## config.mk

```make
export PLATFORM = sky130hd
export DESIGN_NAME = i2c_cfg_seq
export DESIGN_NICKNAME = d
export VERILOG_FILES = /design/src/rtl/i2c_pkg.sv /design/src/rtl/i2c_cfg_seq.sv
export SDC_FILE = /design/constraint.sdc
export NUM_CORES = 1
export LEC_CHECK = 0
export ABC_AREA = 0
export CORE_ASPECT_RATIO = 1.2
export CORE_MARGIN = 8
export CORE_UTILIZATION = 40
export CTS_CLUSTER_DIAMETER = 60
export DETAILED_ROUTE_END_ITERATION = 10
export PLACE_DENSITY = 0.76
export SLEW_MARGIN = 5
export SYNTH_ARGS = -nofsm -noshare
export SYNTH_HDL_FRONTEND = slang
export SYNTH_SLANG_ARGS = --single-unit
```

## constraint.sdc

```tcl
create_clock -name clk -period 1.9 [get_ports clk]
set_input_delay 0.38 -clock clk [delete_from_list [all_inputs] [get_ports clk]]
set_output_delay 0.38 -clock clk [all_outputs]
set_load 0.02 [all_outputs]
```

## src/rtl/i2c_pkg.sv

```systemverilog
// Shared types and constants for the I2C configuration sequencer.
package i2c_pkg;

    // Device address that marks the end of the configuration table.
    localparam logic [6:0] TERM_DEV = 7'h7F;
    // R/W bit appended to the 7-bit device address; the sequencer only writes.
    localparam logic       I2C_WR   = 1'b0;

    typedef enum logic [3:0] {
        StIdle,
        StFetch,
        StLaunch,
        StXfer,
        StDrain,
        StBackoff,
        StNext,
        StDone,
        StErr
    } seq_state_t;

    // One table entry; field order matches the 23-bit table_entry bus.
    typedef struct packed {
        logic [6:0] dev;
        logic [7:0] reg_addr;
        logic [7:0] val;
    } cfg_entry_t;

    function automatic int unsigned max_u(input int unsigned a, input int unsigned b);
        return (a > b) ? a : b;
    endfunction

endpackage

```

## src/rtl/i2c_cfg_seq.sv

```systemverilog
// Table-driven I2C configuration sequencer. Plays {dev, reg, val} writes through the I2C
// master controller one entry at a time, checks each ACK, retries NACKed entries after a
// back-off, aborts hung transactions with a watchdog and reports the first failing entry.
module i2c_cfg_seq
    import i2c_pkg::*;
#(
    parameter int unsigned N_ENTRIES   = 16,
    parameter int unsigned MAX_RETRY   = 3,
    parameter int unsigned BACKOFF_CYC = 1000,
    parameter int unsigned TIMEOUT_CYC = 200000,
    localparam int unsigned IW         = $clog2(N_ENTRIES)
) (
    input  logic          clk,
    input  logic          rstn,
    input  logic          start,
    output logic [IW-1:0] table_idx,
    input  logic [22:0]   table_entry,
    output logic          busy,
    output logic          done,
    output logic          error,
    output logic [IW-1:0] err_idx,
    output logic          ctrl_feed_n,
    output logic [7:0]    ctrl_addr,
    output logic [7:0]    ctrl_tx_data,
    input  logic          ctrl_active,
    input  logic          ctrl_ack_vld,
    input  logic          ctrl_tx_ack
);

    // Watchdog and back-off share one down-counter; they never run at the same time.
    localparam int unsigned CW = $clog2(max_u(TIMEOUT_CYC, BACKOFF_CYC) + 1);
    localparam int unsigned RW = ($clog2(MAX_RETRY + 1) > 0) ? $clog2(MAX_RETRY + 1) : 1;

    localparam logic [CW-1:0] WdogLoad = CW'(TIMEOUT_CYC - 1);
    localparam logic [CW-1:0] BoffLoad = CW'(BACKOFF_CYC - 1);
    localparam logic [IW-1:0] LastIdx  = IW'(N_ENTRIES - 1);
    localparam logic [RW-1:0] RetryMax = RW'(MAX_RETRY);

    seq_state_t    state_q, state_d;
    logic [IW-1:0] idx_q, idx_d;
    logic [RW-1:0] retry_q, retry_d;
    logic [1:0]    ack_cnt_q, ack_cnt_d;
    logic          ok_q, ok_d;
    logic          idle_seen_q, idle_seen_d;
    cfg_entry_t    entry_q, entry_d;
    logic [CW-1:0] cnt_q, cnt_d;
    logic          busy_q, busy_d;
    logic          done_q, done_d;
    logic          error_q, error_d;
    logic [IW-1:0] err_idx_q, err_idx_d;
    logic          feed_n_q, feed_n_d;
    logic [7:0]    addr_q, addr_d;
    logic [7:0]    tx_q, tx_d;

    cfg_entry_t    fetched;
    logic          in_attempt;

    assign fetched    = cfg_entry_t'(table_entry);
    assign in_attempt = (state_q == StLaunch) || (state_q == StXfer) || (state_q == StDrain);

    // State, counters and registered outputs; synchronous active-low reset.
    always_ff @(posedge clk) begin
        if (!rstn) begin
            state_q     <= StIdle;
            idx_q       <= '0;
            retry_q     <= '0;
            ack_cnt_q   <= '0;
            ok_q        <= 1'b0;
            idle_seen_q <= 1'b0;
            entry_q     <= '0;
            cnt_q       <= '0;
            busy_q      <= 1'b0;
            done_q      <= 1'b0;
            error_q     <= 1'b0;
            err_idx_q   <= '0;
            feed_n_q    <= 1'b1;
            addr_q      <= '0;
            tx_q        <= '0;
        end else begin
            state_q     <= state_d;
            idx_q       <= idx_d;
            retry_q     <= retry_d;
            ack_cnt_q   <= ack_cnt_d;
            ok_q        <= ok_d;
            idle_seen_q <= idle_seen_d;
            entry_q     <= entry_d;
            cnt_q       <= cnt_d;
            busy_q      <= busy_d;
            done_q      <= done_d;
            error_q     <= error_d;
            err_idx_q   <= err_idx_d;
            feed_n_q    <= feed_n_d;
            addr_q      <= addr_d;
            tx_q        <= tx_d;
        end
    end

    // Next-state and next-output logic; the watchdog override at the end has the last word.
    always_comb begin
        state_d     = state_q;
        idx_d       = idx_q;
        retry_d     = retry_q;
        ack_cnt_d   = ack_cnt_q;
        ok_d        = ok_q;
        idle_seen_d = idle_seen_q;
        entry_d     = entry_q;
        cnt_d       = cnt_q;
        busy_d      = busy_q;
        done_d      = done_q;
        error_d     = error_q;
        err_idx_d   = err_idx_q;
        feed_n_d    = feed_n_q;
        addr_d      = addr_q;
        tx_d        = tx_q;

        unique case (state_q)
            StIdle, StDone, StErr: begin
                if (start) begin
                    idx_d   = '0;
                    retry_d = '0;
                    done_d  = 1'b0;
                    error_d = 1'b0;
                    busy_d  = 1'b1;
                    state_d = StFetch;
                end
            end

            StFetch: begin
                entry_d = fetched;
                if (fetched.dev == TERM_DEV) begin
                    done_d  = 1'b1;
                    busy_d  = 1'b0;
                    state_d = StDone;
                end else begin
                    cnt_d       = WdogLoad;
                    idle_seen_d = 1'b0;
                    state_d     = StLaunch;
                end
            end

            StLaunch: begin
                cnt_d     = cnt_q - CW'(1);
                feed_n_d  = 1'b0;
                addr_d    = {entry_q.dev, I2C_WR};
                tx_d      = entry_q.reg_addr;
                ack_cnt_d = '0;
                // After a reset the controller may still be finishing an old transaction;
                // only a fresh assertion of ctrl_active belongs to this launch.
                if (!ctrl_active) begin
                    idle_seen_d = 1'b1;
                end
                if (ctrl_active && idle_seen_q) begin
                    state_d = StXfer;
                end
            end

            StXfer: begin
                cnt_d = cnt_q - CW'(1);
                if (ctrl_ack_vld) begin
                    ack_cnt_d = ack_cnt_q + 2'd1;
                    if (ctrl_tx_ack) begin
                        feed_n_d = 1'b1;
                        ok_d     = 1'b0;
                        state_d  = StDrain;
                    end else if (ack_cnt_q == 2'd1) begin
                        tx_d = entry_q.val;
                    end else if (ack_cnt_q == 2'd2) begin
                        feed_n_d = 1'b1;
                        ok_d     = 1'b1;
                        state_d  = StDrain;
                    end
                end
            end

            StDrain: begin
                cnt_d = cnt_q - CW'(1);
                if (!ctrl_active) begin
                    if (ok_q) begin
                        state_d = StNext;
                    end else if (retry_q < RetryMax) begin
                        retry_d = retry_q + RW'(1);
                        cnt_d   = BoffLoad;
                        state_d = StBackoff;
                    end else begin
                        err_idx_d = idx_q;
                        error_d   = 1'b1;
                        done_d    = 1'b1;
                        busy_d    = 1'b0;
                        state_d   = StErr;
                    end
                end
            end

            StBackoff: begin
                if (cnt_q == '0) begin
                    cnt_d       = WdogLoad;
                    idle_seen_d = 1'b0;
                    state_d     = StLaunch;
                end else begin
                    cnt_d = cnt_q - CW'(1);
                end
            end

            StNext: begin
                retry_d = '0;
                if (idx_q == LastIdx) begin
                    done_d  = 1'b1;
                    busy_d  = 1'b0;
                    state_d = StDone;
                end else begin
                    idx_d   = idx_q + IW'(1);
                    state_d = StFetch;
                end
            end

            default: begin
                state_d = StIdle;
            end
        endcase

        // Watchdog expiry: no retry, and it beats any ACK strobe in the same cycle.
        if (in_attempt && (cnt_q == '0)) begin
            cnt_d     = '0;
            feed_n_d  = 1'b1;
            err_idx_d = idx_q;
            error_d   = 1'b1;
            done_d    = 1'b1;
            busy_d    = 1'b0;
            state_d   = StErr;
        end
    end

    assign table_idx    = idx_q;
    assign busy         = busy_q;
    assign done         = done_q;
    assign error        = error_q;
    assign err_idx      = err_idx_q;
    assign ctrl_feed_n  = feed_n_q;
    assign ctrl_addr    = addr_q;
    assign ctrl_tx_data = tx_q;

endmodule

```

======== Yosys cells after proc, flatten, opt, wreduce, memory -nomap -nowiden ========
Cells that the tools add are included.
storage, ports and cells
  input bits .............................. 29
  output and inout port bits .............. 28
  flip-flop bits (word level) ............. 78
operators by class
  bitwise gates (word level) .............. 1
  muxes and demuxes ....................... 66
  order comparisons ....................... 1
  equality and inequality tests ........... 44
  reduce and logical (&&, ||, !) cells .... 33
  add/subtract/negate cells ............... 4
operators with widths
  operator               number
  $mux 18                5
  $mux 4                 18
  $pmux 18 s4            1
  $pmux 4 s7             1
  $reduce_and 7->1       4
  $ne 2x2->1 const B     13
  $mux 8                 3
  $mux 1                 22
  $reduce_and 4->1       5
  $logic_not 18->1       1
  $sub 18x1->18 const B  1
  $eq 4x3->1 const B     4
  $pmux 8 s2             1
  $ne 3x2->1 const B     5
  $ne 3x3->1 const B     5
  $ne 2x1->1 const B     6
  $mux 2                 5
  $reduce_and 5->1       2
  $reduce_bool 3->1      3
  $eq 4x2->1 const B     2
  $eq 4x4->1 const B     2
  $pmux 1 s4             2
  $pmux 4 s2             1
  $reduce_bool 2->1      4
  other kinds (25)       33

======== Logic depth before layout (Yosys ltp) ========
Gate-level depths: netlist (run 1).
  word-level depth ........................ 7
  depth in mapped cells ................... 9

======== Least setup slack after synthesis (run 1) ========
OpenSTA, ideal clock, no wires.
  path kind ............................... register -> register
  from .................................... register cnt_q[0]
  to ...................................... register err_idx_q[0] (netlist: err_idx[0])
  data arrival time ....................... 1996 ps
  library setup time ...................... 116 ps
  stages on the path, launching flop included .. 9
  slack ................................... -212 ps
  period minus slack after synthesis ...... 2112 ps
  path through ............................ dfxtp_1 > inv_1 > ha_1 > nor3b_2 > nand4_2 > or3_1 > o32ai_4 > mux2i_1 > nor2b_1
on the way
  longest elaborated chain between the ends .. 4
ends and longest elaborated chain
  element                                                                  RTL line            source
  start: declaration                                                       i2c_cfg_seq.sv:46   logic [CW-1:0] cnt_q, cnt_d;
  start signal: assignment                                                 i2c_cfg_seq.sv:87   cnt_q <= cnt_d;
  $logic_not 18->1 (*)                                                     i2c_cfg_seq.sv:222  if (in_attempt && (cnt_q == '0)) begin
  $logic_and 1x1->1 (*)                                                    i2c_cfg_seq.sv:222
  $ne 2x1->1 (no source line) / $reduce_bool 2->1 (equally long branches)  n/a
  $reduce_and 4->1 (no source line)                                        n/a
  end signal: assignment                                                   i2c_cfg_seq.sv:91   err_idx_q <= err_idx_d;
  end: declaration                                                         i2c_cfg_seq.sv:50   logic [IW-1:0] err_idx_q, err_idx_d;
Mark *: on every way between the ends. The rest lies on a longest branch, timed or not.
A chain may end at the register's enable or synchronous reset.

======== Worst setup path in the final report (run 1) ========
  from .................................... register cnt_q[14]
  to ...................................... register cnt_q[10]
on the way
  longest elaborated chain between the ends .. 3
ends and longest elaborated chain
  element                                                RTL line
  $logic_not 18->1 (*)                                   i2c_cfg_seq.sv:195, i2c_cfg_seq.sv:222
  $mux 18 / $logic_and 1x1->1 (equally long branches)    i2c_cfg_seq.sv:195, i2c_cfg_seq.sv:222
  $pmux 18 s4 / $reduce_or 2->1 (equally long branches)  n/a
Marks and branches as above.

==> reports/metrics.csv, run 1 <==
stage;metric;value;unit
yosys;postSynthAreaPerCell;8.14;µm²
timing;setup-tns-final;-1.27;ns
outcome;violations;negative setup slack;
worst_setup_path;cp_cell_sequence;or3_4 > or4_4 > o31ai_4 > buf_6 > nor2_1 > nor2_1 > o221a_1;
placed_design;dp_cells;705;
worst_setup_path;critPathLaunchType;flip-flop;
floorplan;core_area;9470;µm²
cts;cts_tree;yes;
floorplan;ios;57;
yosys;yosysUniqueCellTypes;66;
route;dr.pass1.iters;5;
floorplan;initial_core_util;41.0;%
worst_setup_path;end_kind;flip-flop;
global_route;grt_overflow;0;
global_route;grt.busiest_layer;met2;
placed_design;dp_hpwl;7830;µm
timing;fmax;490;MHz
global_route;antenna_found_initial;0;
power_and_ir_drop;peakVddDrop;699;µV
global_route;grt_pass1_wl;17800;µm
route;drt_iter0_drc;182;
flow_run;cap_violations;0;
timing;min_period;2.04;ns
yosys;ys_warn_count;0;
yosys;synth_edf_count;0;
worst_setup_path;cp_max_fo;7;
floorplan;fp.dieH;124;µm
cts;hold_buffers;0;
worst_setup_path;crit_top_cell;nor2_1;
power_and_ir_drop;power_density;1520;nW/µm²
layout;seq_area;1570;µm²
cts;clk_pin_slew_worst_paths;0.07;ns
cts;cts_made_buffers;9;
cts;clock_latency;0.34;ns
yosys;async_flop_share;0;%
floorplan;fp.dieW;106;µm
timing;slew_viol_final;0;
outcome;status;complete, but fails checks;
timing;fin_crit_sh;107;%
layout;fill_cells;830;
yosys;yosysTopAreaCell;dfxtp_1;
route;dr_total_vias;3949;
layout;antennaDiodeCount;0;
layout;final_nets;636;
yosys;syn-cell-area;3880;µm²
placed_design;io_buffer_count;55;
layout;drive_gt1_share;27.0;%
route;wirelength;11200;µm
timing;setup_viol;25;
global_route;use_met2;29.7;%
global_route;grt_pass1_vias;3888;
power_and_ir_drop;total_leakage_power;2.25;nW
global_route;grt_usage;16.6;%
floorplan;rows;39;
global_route;grt_max_degree;53;
yosys;synthCells;477;
global_route;met3_usage;4.30;%
cts;clk_path_buf_depth;2;
hold_path;hp-class;flip-flop to flip-flop;
cts;numClockSinks;78;
layout;multi_input_area;2410;µm²
worst_setup_path;crit_family;simple AND/OR/NAND/NOR gates;
yosys;synth.area.top_cells;dfxtp_1, nand2_1, a21boi_0;
yosys;synth_seq_cells;78;
layout;final_cell_mix;nand2_1, buf_4, dfxtp_1;
timing;rsz0062_at_grt;yes;
timing;setup_slack;-0.142;ns
yosys;ys.flop_type;dfxtp_1;
worst_setup_path;cp_slowest_stage_delay;0.48;ns
yosys;synth_nets;511;
cts;cts_root_buf;clkbuf_16;
worst_setup_path;required;2.17;ns
worst_setup_path;arrival;2.31;ns
timing;hold_viol_final;0;
global_route;use_met1;18.2;%
worst_setup_path;critPathKind;flip-flop to flip-flop;
route;route.detailed.drc;0;
route;drtAntennaViolNets;0;
layout;mostFrequentLayoutCell;nand2_1;
worst_setup_path;worst-path-buf-inv;1;
placed_design;place_area;5130;µm²
cts;h-tree-depth;3;
layout;finalNonFillerCells;730;
route;wire_per_inst;15.3;µm
yosys;synth_top_area_share;40.2;%
floorplan;die_area;13100;µm²
layout;postLayoutCellArea;5690;µm²
layout;syn_to_final_growth;46.5;%
route;vias_per_cell;5.41;
worst_setup_path;slowest_stage;or4_4;
timing;fin_skew;0.0111;ns
yosys;ys_seq_area_share;40.2;%
placed_design;place_congestion;0.867;
repair_timing:
| item | in CTS | in global routing |
|---|---|---|
| setup endpoints to repair | 27 | 40 |
| cloned | 1 | 1 |
| buffers inserted | 4 | 6 |
| pin swaps | 16 | 21 |
| gates resized for setup | 17 | 45 |
cells in the mapped netlist (4+ instances only):
cell type,instances
a211oi_1,5
a21boi_0,30
a21oi_1,27
a31oi_1,4
and2_1,4
clkbuf_1,19
dfxtp_1,78
ha_1,5
inv_1,9
mux2i_1,13
nand2_1,96
nand3_1,14
nor2_1,31
nor2b_1,12
nor3_1,14
nor3b_1,4
o211a_1,8
o21a_1,4
o21ai_0,23
or3_1,4
logic make-up (layout without fill, tap and decap cells):
group	Yosys count	after routing	share of synthesized area (%)
flip-flops	78	78	40.2
adder cells (fa/ha/maj)	5	5	1.61
XOR/XNOR	5	5	1.13
multiplexers	13	13	3.35
buffers and inverters	37	166	3.86
AO/OA/AOI/OAI	133	133	24.4
AND/OR/NAND/NOR	205	206	25.3
other	1	1	0.0965
report_power, final:
group	internal (mW)	total [mW]	switching (mW)
logic	2.20	4.67	2.46
registers	2.04	2.33	0.292
clock network	0.939	1.67	0.736
total	5.18	8.67	3.49
worst paths after layout:
kind,startpoint,endpoint,slack [ns],depth (start not counted)
setup / recovery,cnt_q[14],cnt_q[10],-0.14,7
hold / removal,entry_q[22],entry_q[22],0.46,2
setup reg to reg,cnt_q[14],cnt_q[10],-0.14,7
hold reg to reg,entry_q[22],entry_q[22],0.46,2
worst min-delay path: stages (launching register included):
cell,delay (ns)
dfxtp_1,0.31
nand2_1,0.04
a21boi_0,0.06
through the flow:
| stage | total power, mW | setup slack, ns | utilization [%] | hold WS [ns] |
|---|---|---|---|---|
| 4_1_cts | 8.33 | -0.148 | 58.4 | 0.465 |
| 2_1_floorplan | 4.77 | -0.114 | - | 0.440 |
| 6_report | 8.67 | -0.142 | 60.1 | 0.461 |
| 5_1_grt | 9.20 | -0.213 | 60.1 | 0.480 |
| 3_5_place_dp | 6.43 | -0.312 | 54.2 | 0.457 |
| 3_3_place_gp | 6.33 | -0.252 | 54.2 | 0.450 |
area by class of cell:
| cell class | count | share of cell area [%] |
|---|---|---|
| Multi-Input combinational cell | 363 | 42.4 |
| Sequential cell | 78 | 27.6 |
| Timing Repair Buffer | 140 | 21.5 |
| Clock buffer | 10 | 4.20 |
| Tap cell | 123 | 2.70 |
| Clock inverter | 6 | 0.901 |
| Inverter | 10 | 0.659 |
state kept, by name (all words and copies together) (netlist names), 2 cells and up:
name / cells
ack_cnt_q: 2
ctrl_addr: 7
ctrl_tx_data: 8
entry_q: 23
table_idx: 4
retry_q: 2
cnt_q: 18
err_idx: 4
state_q: 4
metal layers:
layer | share of wire, % | wire length (µm) | up-vias
li1 | - | - | 1944
met4 | 2.5 | 274 | 0
met3 | 4.4 | 487 | 23
met1 | 41 | 4560 | 1875
met5 | 0 | 0 | -
met2 | 52 | 5840 | 107
No activity file was read; power rests on OpenSTA's default activity.
==> inputs of run 2 (changes only) <==
==> constraint.sdc (replaced) <==
create_clock -name clk -period 1.9 [get_ports clk]
set_input_delay 0.38 -clock clk [delete_from_list [all_inputs] [get_ports clk]]
set_output_delay 0.38 -clock clk [all_outputs]
set_load 0.01 [all_outputs]
==> run 2 against run 1 <==
Cell area up 1.3%. Register-to-register slack lost 0.02 ns. Routed wire length is 5.0% higher. Maximum frequency is 0.82% lower. Clock-buffer cell count unchanged. Via count increased by 1.0%. The run still ends with negative setup slack left. Final cell count rose by 1.2%. Combinational power grew 3%.
==> reports/metrics.csv, run 2 (synthesis results as in run 1) <==
stage;metric;value;unit
outcome;status;complete, but fails checks;
outcome;violations;negative setup slack;
layout;fill_cells;799;
global_route;grt_pass1_wl;18200;µm
placed_design;io_buffer_count;55;
timing;hold_ws;0.466;ns
route;dr_wl_met3;589;µm
cts;clk_pin_slew_worst_paths;0.06;ns
power_and_ir_drop;peakVddDrop;671;µV
flow_run;cap_violations;0;
global_route;antenna_found_initial;0;
worst_setup_path;crit_family;simple AND/OR/NAND/NOR gates;
floorplan;core_area;9470;µm²
worst_setup_path;cp_max_fo;5;
worst_setup_path;end_kind;flip-flop;
worst_setup_path;slowest_stage;or4_4;
worst_setup_path;cp.depth;6;
placed_design;dp_cells;710;
power_and_ir_drop;power_density;1550;nW/µm²
power_and_ir_drop;pwr-share-seq;26.3;%
layout;final_nets;645;
cts;cts_tree;yes;
floorplan;ios;57;
placed_design;place_area;5170;µm²
power_and_ir_drop;power;8.91;mW
global_route;grt_overflow;0;
timing;setup_slack;-0.159;ns
power_and_ir_drop;p_comb_share;54.0;%
worst_setup_path;critPathLaunchType;flip-flop;
floorplan;rows;39;
layout;antennaDiodeCount;0;
placed_design;dp_hpwl;7900;µm
route;vias_per_cell;5.40;
global_route;grt_pass1_vias;3979;
layout;mostFrequentLayoutCell;nand2_1;
worst_setup_path;arrival;2.33;ns
power_and_ir_drop;clock_power_share;19.7;%
floorplan;fp.dieW;106;µm
cts;cts_root_buf;clkbuf_16;
power_and_ir_drop;switchingPower;3.50;mW
route;wl_met2;6010;µm
worst_setup_path;cp_slowest_stage_delay;0.48;ns
timing;hold_viol_final;0;
timing;slew_viol_final;0;
timing;rsz0062_at_grt;yes;
floorplan;die_area;13100;µm²
route;wire_per_inst;15.9;µm
route;highest_layer;met4;
global_route;grt_max_degree;52;
layout;largest_reg_flops;23;
layout;regMostFlops;entry_q;
hold_path;hold-path-cell-count;2;
timing;fin_crit_sh;108;%
worst_setup_path;critPathKind;flip-flop to flip-flop;
placed_design;dp_slack;-0.310;ns
floorplan;initial_core_util;41.0;%
timing;fmax;486;MHz
worst_setup_path;cp_cell_sequence;or3_4 > or4_4 > nor2_4 > o211ai_4 > or3_1 > a21oi_2;
layout;postLayoutCellArea;5770;µm²
layout;multi_input_area;2410;µm²
timing;setup-tns-final;-1.92;ns
cts;clock_latency;0.34;ns
floorplan;fp.dieH;124;µm
worst_setup_path;worst-path-buf-inv;0;
cts;numClockSinks;78;
power_and_ir_drop;p_int;5.41;mW
layout;drive_gt1_share;27.1;%
route;route.detailed.drc;0;
worst_setup_path;required;2.17;ns
worst_setup_path;reg2reg_depth;6;
route;drtAntennaViolNets;0;
route;wirelength;11700;µm
route;m1WireLength;4800;µm
layout;syn_to_final_growth;48.5;%
power_and_ir_drop;switching_share;39.3;%
layout;seq_area;1570;µm²
route;dr_total_vias;3990;
cts;hold_buffers;0;
cts;h-tree-depth;3;
layout;finalNonFillerCells;739;
route;dr.pass1.iters;5;
cts;cts_made_buffers;9;
layout;final_cell_mix;nand2_1, buf_4, dfxtp_1;
cts;clk_path_buf_depth;2;
layout;fin_util;60.9;%
timing;min_period;2.06;ns
placed_design;place_congestion;0.914;
global_route;grt_usage;17.0;%
timing;fin_skew;0.00680;ns
hold_path;hp-class;flip-flop to flip-flop;
timing;setup_viol;26;
power_and_ir_drop;total_leakage_power;2.31;nW
route;drt_iter0_drc;201;
## run 2: changes by cell type in the layout (fill, tap and decap cells not counted), moves of 2 or more
cell	change
clkinvlp_4	-2
clkinv_4	+2
o21ai_0	+3
inv_6	-2
buf_4	+11
o21ai_1	-5
nor3_1	+2
nor3_2	-2
dfxtp_2	-2
dfxtp_1	+2
## run 2: final cells by class
cell class,count,share of cell area [%]
repair buffers,150,22.5
well taps,123,2.67
clock buffers,10,3.97
clock inverters,6,1.24
multi-input cells,362,41.8
flip-flops and latches,78,27.2
inverters,10,0.651
## run 2: routing by layer
metal	vias up	GRT usage, %
li1	1949	-
met1	1894	18.0
met2	113	30.6
met3	34	4.35
met4	0	9.43
met5	-	0
## run 2: path summary, 6_finish.rpt
kind | start | end | slack (ns)
worst max-delay path | cnt_q[14] | state_q[1] | -0.16
worst min-delay path | entry_q[18] | ctrl_addr[3] | 0.47
worst max register to register | cnt_q[14] | state_q[1] | -0.16
worst min register to register | entry_q[18] | ctrl_addr[3] | 0.47
## run 2: worst register-to-register path, cell delays in order (launching register included)
cell and delay, ns:
dfxtp_2 0.32, or3_4 0.37, or4_4 0.48, nor2_4 0.18, o211ai_4 0.11, or3_1 0.38
a21oi_2 0.15
## run 2: timing repair
action | 4_1_cts | 5_1_grt
endpoints found under the setup margin | 29 | 32
pin swaps | 19 | 9
hold endpoints to repair | 0 | 0
setup buffers | 8 | 5
resized for setup | 20 | 28
## run 2: power by group through the flow
stage                     sequential [mW]  clock, mW  combinational (mW)
after floorplan                      2.36          0                2.34
after global placement               2.32          0                3.98
after detailed placement             2.34          0                4.09
after CTS                            2.32       1.77                4.44
after global routing                 2.39       1.85                5.22
final                                2.34       1.76                4.81
==> inputs of run 3 (changes only) <==
Settings changed: CELL_PAD_IN_SITES_DETAIL_PLACEMENT set to 1, CELL_PAD_IN_SITES_GLOBAL_PLACEMENT set to 1, CORE_UTILIZATION 40 to 36, PLACE_DENSITY 0.76 to 0.87.
==> run 3 against run 2 <==
The flow still finishes with violations (negative setup slack). Sequential cell count did not move. Critical path depth rose by 1. Routed wire length rose by 31%. First-iteration DRC count rose by 22%. Clock power rose by 11%. Via count rose by 5.6%. Cell area rose by 2.6%. Clock skew rose by 0.0021 ns. Register-to-register slack got worse by 0.02 ns. Critical path type unchanged. Largest cell class unchanged. Highest routed layer unchanged.
==> reports/metrics.csv, run 3 (synthesis results as in run 1) <==
stage;metric;value;unit
outcome;violations;negative setup slack;
floorplan;core_area;10500;µm²
cts;cts_tree;yes;
layout;finalNonFillerCells;735;
route;route.detailed.drc;0;
layout;largest_reg_flops;23;
floorplan;initial_core_util;36.9;%
cts;clk_path_buf_depth;2;
route;drtAntennaViolNets;0;
placed_design;dp_cells;701;
timing;rsz0062_at_grt;yes;
cts;numClockSinks;78;
timing;fin_skew;0.00889;ns
cts;cts_made_buffers;9;
timing;setup_slack;-0.183;ns
layout;drive_gt1_share;29.7;%
global_route;grt_overflow;0;
floorplan;fp.dieH;130;µm
global_route;grt.busiest_layer;met2;
route;drt_iter0_drc;245;
timing;setup-tns-final;-2.62;ns
route;dr.pass1.iters;4;
floorplan;die_area;14400;µm²
worst_setup_path;cp_max_fo;10;
floorplan;ios;57;
hold_path;hold-path-cell-count;2;
global_route;grt_pass1_vias;4838;
placed_design;io_buffer_count;55;
timing;fmax;480;MHz
cts;h-tree-depth;3;
worst_setup_path;end_kind;flip-flop;
worst_setup_path;critPathLaunchType;flip-flop;
floorplan;fp.dieW;111;µm
timing;slew_viol_final;0;
global_route;grt_usage;20.6;%
power_and_ir_drop;power;9.49;mW
timing;setup_viol;29;
cts;cts_root_buf;clkbuf_16;
floorplan;rows;41;
power_and_ir_drop;power_density;1600;nW/µm²
worst_setup_path;reg2reg_depth;7;
cts;clock_latency;0.35;ns
global_route;met3_usage;4.27;%
global_route;antenna_found_initial;0;
route;vias_per_cell;5.73;
timing;min_period;2.08;ns
power_and_ir_drop;peakVddDrop;699;µV
flow_run;cap_violations;0;
cts;hold_buffers;0;
route;wire_per_inst;20.8;µm
placed_design;dp_hpwl;9500;µm
worst_setup_path;arrival;2.35;ns
layout;syn_to_final_growth;52.3;%
placed_design;place_congestion;0.896;
outcome;status;complete, but fails checks;
layout;final_cell_mix;nand2_1, dfxtp_1, buf_4;
cts;clk_pin_slew_worst_paths;0.07;ns
worst_setup_path;required;2.17;ns
layout;regMostFlops;entry_q;
route;wirelength;15300;µm
power_and_ir_drop;total_leakage_power;2.31;nW
route;dr_total_vias;4214;
global_route;use_met1;19.7;%
placed_design;dp_slack;-0.328;ns
worst_setup_path;critPathKind;flip-flop to flip-flop;
global_route;use_met2;39.6;%
layout;final_nets;635;
timing;fin_crit_sh;110;%
timing;hold_viol_final;0;
hold_path;hp-class;flip-flop to flip-flop;
layout;antennaDiodeCount;0;
global_route;grt_max_degree;53;
layout;mostFrequentLayoutCell;nand2_1;
global_route;grt_pass1_wl;24200;µm
==> run 3: area by class of cell <==
class                   instances  area (µm²)
inverters                      10        37.5
multi-input cells             363        2530
flip-flops and latches         78        1570
fillers                      1176        4600
clock inverters                 6        93.8
well taps                     129         161
repair buffers                139        1280
clock buffers                  10         239
==> run 3: path summary, 6_finish.rpt <==
path	slack (ns)	endpoint	start
max	-0.18	cnt_q[2]	state_q[2]
min	0.47	entry_q[21]	entry_q[21]
max reg2reg	-0.18	cnt_q[2]	state_q[2]
min reg2reg	0.47	entry_q[21]	entry_q[21]
==> run 3: routing by layer <==
| metal | up-vias | share of wire (%) |
|---|---|---|
| met5 | - | 0 |
| met4 | 0 | 4.8 |
| met3 | 62 | 4.2 |
| met2 | 141 | 55 |
| met1 | 2070 | 36 |
| li1 | 1941 | - |
==> run 3: where the power goes <==
group / leakage, nW / internal (mW) / switching, mW / total [mW]
Combinational: 1.51 / 2.33 / 2.82 / 5.15
Clock: 0.159 / 1.20 / 0.755 / 1.95
Sequential: 0.639 / 2.04 / 0.346 / 2.38
Total: 2.31 / 5.57 / 3.92 / 9.49
==> run 3: per-stage QoR <==
stage / area (µm²) / hold slack (ns) / utilization, %
floorplan: 3960 / 0.440 / -
global placement: 5080 / 0.449 / 48.3
detailed placement: 5080 / 0.459 / 48.3
CTS: 5650 / 0.472 / 53.8
global route: 5920 / 0.501 / 56.3
finish: 5920 / 0.469 / 56.3
==> run 3: critical path: stages (launching register included) <==
cell,delay (ns)
dfxtp_2,0.34
buf_4,0.19
nor3b_2,0.17
o21ai_1,0.36
o31a_1,0.29
buf_4,0.20
o21ai_0,0.20
nor3_4,0.24
==> run 3: timing repair <==
item                                    4_1_cts  5_1_grt
buffers inserted                             12        7
pin swaps                                    23       20
endpoints found under the setup margin       31       44
gates cloned                                  1        0
resized for setup                            32       54
